===== src/rtl/vfu_wb_arbiter.sv =====
// rtl/vfu_wb_arbiter.sv - Round-robin arbiter merging ALU and MFPU result writes into one registered VRF write port.
module vfu_wb_arbiter #(
  parameter int DataWidth = 64,
  parameter int AddrWidth = 10,
  parameter int IdWidth   = 3
) (
  input  logic                   clk_i,
  input  logic                   rst_i,
  input  logic                   alu_req_i,
  input  logic [IdWidth-1:0]     alu_id_i,
  input  logic [AddrWidth-1:0]   alu_addr_i,
  input  logic [DataWidth-1:0]   alu_wdata_i,
  input  logic [DataWidth/8-1:0] alu_be_i,
  output logic                   alu_gnt_o,
  input  logic                   mfpu_req_i,
  input  logic [IdWidth-1:0]     mfpu_id_i,
  input  logic [AddrWidth-1:0]   mfpu_addr_i,
  input  logic [DataWidth-1:0]   mfpu_wdata_i,
  input  logic [DataWidth/8-1:0] mfpu_be_i,
  output logic                   mfpu_gnt_o,
  output logic                   vrf_req_o,
  output logic [IdWidth-1:0]     vrf_id_o,
  output logic [AddrWidth-1:0]   vrf_addr_o,
  output logic [DataWidth-1:0]   vrf_wdata_o,
  output logic [DataWidth/8-1:0] vrf_be_o,
  input  logic                   vrf_gnt_i,
  output logic [15:0]            alu_wr_cnt_o,
  output logic [15:0]            mfpu_wr_cnt_o
);

  logic rr_q;
  logic free;
  logic both_req;

  always_comb begin
    free       = !vrf_req_o || vrf_gnt_i;
    both_req   = alu_req_i && mfpu_req_i;
    alu_gnt_o  = 1'b0;
    mfpu_gnt_o = 1'b0;
    // rr_q only matters when both sources compete; 0 favours the ALU.
    if (!rst_i && free) begin
      if (alu_req_i && (!mfpu_req_i || !rr_q)) begin
        alu_gnt_o = 1'b1;
      end else if (mfpu_req_i) begin
        mfpu_gnt_o = 1'b1;
      end
    end
  end

  always_ff @(posedge clk_i) begin
    if (rst_i) begin
      vrf_req_o     <= 1'b0;
      vrf_id_o      <= '0;
      vrf_addr_o    <= '0;
      vrf_wdata_o   <= '0;
      vrf_be_o      <= '0;
      rr_q          <= 1'b0;
      alu_wr_cnt_o  <= '0;
      mfpu_wr_cnt_o <= '0;
    end else begin
      if (alu_gnt_o) begin
        vrf_req_o   <= 1'b1;
        vrf_id_o    <= alu_id_i;
        vrf_addr_o  <= alu_addr_i;
        vrf_wdata_o <= alu_wdata_i;
        vrf_be_o    <= alu_be_i;
      end else if (mfpu_gnt_o) begin
        vrf_req_o   <= 1'b1;
        vrf_id_o    <= mfpu_id_i;
        vrf_addr_o  <= mfpu_addr_i;
        vrf_wdata_o <= mfpu_wdata_i;
        vrf_be_o    <= mfpu_be_i;
      end else if (vrf_gnt_i) begin
        vrf_req_o <= 1'b0;
      end

      // Point at the loser of a contested grant so it wins next time.
      if (both_req && (alu_gnt_o || mfpu_gnt_o)) begin
        rr_q <= alu_gnt_o;
      end

      if (alu_gnt_o && (alu_wr_cnt_o != 16'hFFFF)) begin
        alu_wr_cnt_o <= alu_wr_cnt_o + 16'd1;
      end
      if (mfpu_gnt_o && (mfpu_wr_cnt_o != 16'hFFFF)) begin
        mfpu_wr_cnt_o <= mfpu_wr_cnt_o + 16'd1;
      end
    end
  end

endmodule


===== config.mk =====
export PLATFORM = sky130hd
export DESIGN_NAME = vfu_wb_arbiter
export DESIGN_NICKNAME = d
export VERILOG_FILES = /design/src/rtl/vfu_wb_arbiter.sv
export SDC_FILE = /design/constraint.sdc
export NUM_CORES = 1
export LEC_CHECK = 0
export ABC_AREA = 1
export BUFFER_PORTS_ARGS = -buffer_cell sky130_fd_sc_hd__buf_2
export CAP_MARGIN = 5
export CORE_MARGIN = 5
export CORE_UTILIZATION = 23
export CTS_BUF_LIST = sky130_fd_sc_hd__clkbuf_2 sky130_fd_sc_hd__clkbuf_4 sky130_fd_sc_hd__clkbuf_8
export CTS_CLUSTER_SIZE = 12
export DETAILED_ROUTE_END_ITERATION = 8
export GPL_ROUTABILITY_DRIVEN = 0
export PLACE_DENSITY = 0.45
export SETUP_SLACK_MARGIN = 0.02
export SYNTH_ARGS = -nofsm -noshare
export SYNTH_HDL_FRONTEND = slang
export SYNTH_SLANG_ARGS = --single-unit

===== constraint.sdc =====
create_clock -name clk_i -period 2.6 [get_ports clk_i]
set_input_delay 0.39 -clock clk_i [delete_from_list [all_inputs] [get_ports clk_i]]
set_output_delay 0.39 -clock clk_i [all_outputs]
set_load 0.005 [all_outputs]

==> results of run 1 <==
-- registers in the layout (all words and copies together), names as in the netlist --
name           flops
alu_wr_cnt_o      16
rr_q               1
vrf_req_o          1
vrf_addr_o        10
vrf_id_o           3
mfpu_wr_cnt_o     16
vrf_wdata_o       64
vrf_be_o           8
-- path summary, 6_finish.rpt --
| check | cells past startpoint | slack [ns] | start | end |
|---|---|---|---|---|
| setup / recovery | 5 | 0.56 | vrf_req_o | alu_gnt_o |
| hold / removal | 3 | 0.26 | mfpu_addr_i[9] | vrf_addr_o[9] |
| setup reg to reg | 6 | 0.71 | alu_wr_cnt_o[0] | alu_wr_cnt_o[9] |
| hold reg to reg | 2 | 0.46 | vrf_wdata_o[39] | vrf_wdata_o[39] |
-- layout by cell type, fill, tap and decap left out, drive strengths merged, types with 2 or more instances in the layout --
cell and count:
diode 3, bufinv 3, nor2 77, clkbuf 18, nand3 24, o211ai 85
xor2 3, clkinv 5, buf 304, xnor2 4, a21oi 110, clkinvlp 5
ha 2, nand4 8, dfxtp 119, nand2 273, inv 111, o21ai 8
-- power groups by stage --
stage | clock, mW | sequential (mW) | combinational (mW)
final | 1.78 | 2.00 | 0.760
after global routing | 1.96 | 2.02 | 0.857
after CTS | 1.88 | 2.00 | 0.777
after detailed placement | 0 | 2.04 | 0.773
after global placement | 0 | 2.04 | 0.775
after floorplan | 0 | 2.05 | 0.415
-- through the flow --
step           hold WS [ns]  std cells  area (µm²)  utilization
3_5_place_dp         0.4522       1466        7782       0.2987
2_1_floorplan        0.4415        879        6092            -
3_3_place_gp         0.4496       1466        7782       0.2987
6_report             0.2594       1500        8194       0.3144
5_1_grt              0.2166       1499        8192       0.3144
4_1_cts              0.2242       1497        8187       0.3142
-- worst min-delay path: cells and delay by family --
family / cells / cell delay (ns)
AO/OA/AOI/OAI: 2 / 0.19
buffers and inverters: 1 / 0.07
-- cells by family after synthesis --
group / Yosys count
AND/OR/NAND/NOR: 384
AO/OA/AOI/OAI: 204
buffers and inverters: 163
flip-flops: 119
XOR/XNOR: 7
adder cells (fa/ha/maj): 2
-- per-layer routing --
layer | wire, µm | GRT usage | up-vias
met5 | 0 | 0 | -
met4 | 322 | 0.04193 | 0
met3 | 1421 | 0.04323 | 14
met2 | 10410 | 0.2382 | 213
met1 | 9848 | 0.1790 | 2908
li1 | - | - | 3397
-- final cells by class --
class / count / area (µm²)
Fill cell: 2942 / 17860
Timing Repair Buffer: 304 / 1574
Clock buffer: 18 / 247.7
Clock inverter: 13 / 156.4
Antenna cell: 3 / 7.507
Multi-Input combinational cell: 597 / 2985
Sequential cell: 119 / 2382
Inverter: 111 / 421.7
Tap cell: 335 / 419.2
==> metrics.yaml, run 1 <==
synth:
  synthMuxAreaShare: 0
  ys_top_cells_by_area: "dfxtp_1, nand2_1, o211ai_1"
  yosysMostFrequentCell: "nand2_1"
  synth_nets: 1056
  synth_xor_area_frac: 0.01006
  yosys_most_used_dff: "dfxtp_1"
  synth-edff-count: 0
  seq_area_frac_synth: 0.3910
  synth_top_area_share: 0.3910
  synth_compound_area_frac: 0.2177
  async_flop_share: 0
  synth_warnings: 0
  synth-simple-area-share: 0.2573
  synth_area_leader_cell: "dfxtp_1"
  syn_area_um2: 6092
  synth_top_family_by_area: "simple AND/OR/NAND/NOR gates"
  synth_cells: 879
  ys_seq_elements: 119
  synth.distinct_cells: 29
  synth-adder-area-share: 0.004108
  netlist_top_cells_count: "nand2_1, dfxtp_1, inv_1"
  syn_avg_cell_area_um2: 6.931
global_routing:
  antenna_found_initial: 2
  grt_pass1_wl_um: 35350
  grtUsageTotal: 0.1430
  grt_pass1_vias: 6456
  grt_overflow: 0
  grt_max_degree: 91
route:
  vias_per_cell: 4.355
  totalWireLength_um: 22000
  drt_iter0_markers: 288
  drcViolationCount: 0
  wire_per_inst_um: 14.67
  ant_nets: 0
  vias: 6532
  drt_first_pass_iters: 7
sta:
  rsz0062_at_grt: "false"
  fin_crit_sh: 0.7835
  finalCriticalPeriod_ns: 2.037
  skew_ns: 0.01627
  hold_viol_final: 0
  fmax_ghz: 0.4909
  setup-tns-final_ns: 0
  layout_setup_ws_ns: 0.5628
  finalSetupViolCount: 0
  tightest_slew_ns: 0.6475
  relSlewSlack: 0.5683
  slew_viol_final: 0
floorplan:
  rows: 59
  die_y_um: 172.8
  die_area_um2: 29840
  core_um2: 26060
  initial_core_util: 0.2338
  die_w_um: 172.8
  num_io_pins: 295
critical_path:
  crit_buf_inv: 2
  slowest_stage: "dfxtp_1"
  critPathTopFamily: "buffers and inverters"
  required_ns: 2.21
  worstSetupEndpointType: "output port"
  crit_chain: "nand2_2 > nand2_4 > nor2_4 > buf_12 > buf_2"
  start_kind: "flop"
  critPathKind: "flop to output port"
  critPathMaxFanout: 66
  critPathArrivalTime_ns: 1.65
  max_stage_delay_ns: 0.34
pwr:
  totalPowerFinal_mw: 4.543
  leakagePower_nw: 3.880
  p_int_mw: 3.225
  comb_power_share: 0.167
  peakVddDrop_mv: 0.2204
  power_switching_mw: 1.318
  power_frac_seq: 0.440
  powerDensity_nw_per_um2: 554.4
  p_sw_frac: 0.2901
  pwr-share-clk: 0.392
finish:
  drive_above_1_share: 0.3210
  num-nets-final: 1327
  area_growth_pct: 34.50
cts:
  root_buffer: "clkbuf_8"
  cts-hold-fix-buffers: 0
  cts_tree: "done"
  cts_buffer_depth: 2
  insertion_delay_ns: 0.44
  htree_levels: 4
  numCtsBuffers: 17
  clk_pin_slew_ns: 0.08
  cts_resized: 0
  post-cts-setup-buffers: 0
  cts_num_sinks: 119
placement:
  dp_hpwl_um: 15810
  pre_cts_slack_ns: 0.6223
  io_buffers: 294
run:
  cap_violations: 0
status:
  status: "completed"
worst_hold_path:
  hold_class: "input pin to flop"
Note: power is estimated with default switching activity, not from simulation.
==> run 2: changes to the inputs <==
- clock period: 2.6 -> 2.05 ns (I/O delays scaled with it)
==> run 2 against run 1 <==
  * Clock skew down 0.0020 ns
  * Register-to-register slack worse by 0.31 ns
  * Non-clock buffer count grew 13
  * Core utilization grew 0.93 points
  * Clock-buffer cell count is 2 higher
  * Global-route usage shrank 0.13 points
  * Routed wire length shrank 0.76%
  * Die area is the same
  * Critical path depth did not move
  * Worst hold slack worse by 0.073 ns
  * First-iteration DRC count fell by 12%
  * Critical path type unchanged
  * Via count increased by 0.28%
==> metrics.yaml, run 2 (synthesized netlist as in run 1, its figures left out) <==
cts:
  cts_tree: "done"
  post-cts-setup-buffers: 0
  cts_resized: 0
  cts-hold-fix-buffers: 0
  insertion_delay_ns: 0.43
  cts_num_sinks: 119
  numCtsBuffers: 17
  htree_levels: 4
  clk_pin_slew_ns: 0.08
  root_buffer: "clkbuf_8"
  cts_buffer_depth: 2
global_routing:
  grt_max_degree: 49
  grtUsageTotal: 0.1417
  grt_overflow: 0
  antenna_found_initial: 0
  grt_pass1_vias: 6449
  grt_pass1_wl_um: 34780
status:
  status: "completed"
sta:
  relSlewSlack: 0.5553
  hold_viol_final: 0
  slew_viol_final: 0
  finalSetupViolCount: 0
  finalCriticalPeriod_ns: 1.799
  setup-tns-final_ns: 0
  rsz0062_at_grt: "false"
  skew_ns: 0.01422
  fin_hold_ws_ns: 0.1867
  fin_crit_sh: 0.8774
  tightest_slew_ns: 0.6670
  fmax_ghz: 0.5560
pwr:
  peakVddDrop_mv: 0.4572
  leakagePower_nw: 4.019
  powerDensity_nw_per_um2: 723.4
finish:
  regMostFlops: "vrf_wdata_o"
  layout_common_cells: "buf_2, nand2_1, dfxtp_1"
  mostFrequentLayoutCell: "buf_2"
  antenna_cells: 0
  final_cells: 1511
  largest_register_ffs: 64
  n_fill_cell: 2930
  area_growth_pct: 38.47
  reg.largest.list: "vrf_wdata_o (64), alu_wr_cnt_o (16), mfpu_wr_cnt_o (16)"
  drive_above_1_share: 0.3291
  num-nets-final: 1340
floorplan:
  initial_core_util: 0.2338
  rows: 59
  die_w_um: 172.8
  core_um2: 26060
  die_y_um: 172.8
  num_io_pins: 295
  die_area_um2: 29840
critical_path:
  critPathArrivalTime_ns: 1.49
  worstSetupEndpointType: "output port"
  critPathMaxFanout: 27
  required_ns: 1.74
  start_kind: "flop"
  critPathKind: "flop to output port"
worst_hold_path:
  hold_class: "input pin to flop"
placement:
  place_inst: 1479
  io_buffers: 294
  dp_hpwl_um: 16090
route:
  drt_iter0_markers: 254
  wire_per_inst_um: 14.45
  drcViolationCount: 0
  vias: 6550
  vias_per_cell: 4.335
  ant_nets: 0
  drt_first_pass_iters: 4
  totalWireLength_um: 21840
run:
  cap_violations: 0
## run 2: worst max-delay path, stage by stage, from the launching register on
cell and delay [ns]:
dfxtp_1 0.34, nand2_2 0.14, nand2_4 0.08, nor2_4 0.14, buf_12 0.20, buf_2 0.14
## run 2: path summary, 6_finish.rpt
path / end / cells after the start / slack [ns] / from
worst min-delay path: vrf_wdata_o[58] / 3 / 0.19 / mfpu_wdata_i[58]
worst min register to register: vrf_wdata_o[31] / 2 / 0.46 / vrf_wdata_o[31]
worst max-delay path: alu_gnt_o / 5 / 0.25 / vrf_req_o
worst max register to register: alu_wr_cnt_o[11] / 7 / 0.40 / alu_wr_cnt_o[1]
## run 2: power breakdown
| part | switching (mW) | internal (mW) | total [mW] |
|---|---|---|---|
| clock network | 1.03 | 1.53 | 2.55 |
| logic | 0.556 | 0.456 | 1.01 |
| registers | 0.0792 | 2.46 | 2.54 |
| total | 1.66 | 4.44 | 6.10 |
## run 2: layout make-up
type	instances	area [µm²]	area share
multi-input combinational	597	2985	0.3539
clock inverter	12	198.9	0.02358
clock buffer	20	269.0	0.03189
tap	335	419.2	0.04969
inverter	111	421.7	0.04999
sequential	119	2382	0.2824
timing repair buffer	317	1759	0.2085
## run 2: layer usage
layer,vias up,track usage,wire length [µm],share of wire
met5,-,0,0,0
met4,0,0.03243,250,0.011
met3,12,0.04651,1377,0.063
met2,209,0.2412,10460,0.48
met1,2910,0.1746,9750,0.45
li1,3419,-,-,-
## run 2: metrics by stage
step                      total power [mW]  worst slack (ns)    util  instance area [µm²]
after floorplan                      3.125            0.5412       -                 6092
after global placement               3.624            0.3987  0.3058                 7968
after detailed placement             3.621            0.3865  0.3058                 7968
after CTS                            6.245            0.2020  0.3237                 8436
after global routing                 6.459            0.1260  0.3237                 8436
final                                6.102            0.2514  0.3237                 8436
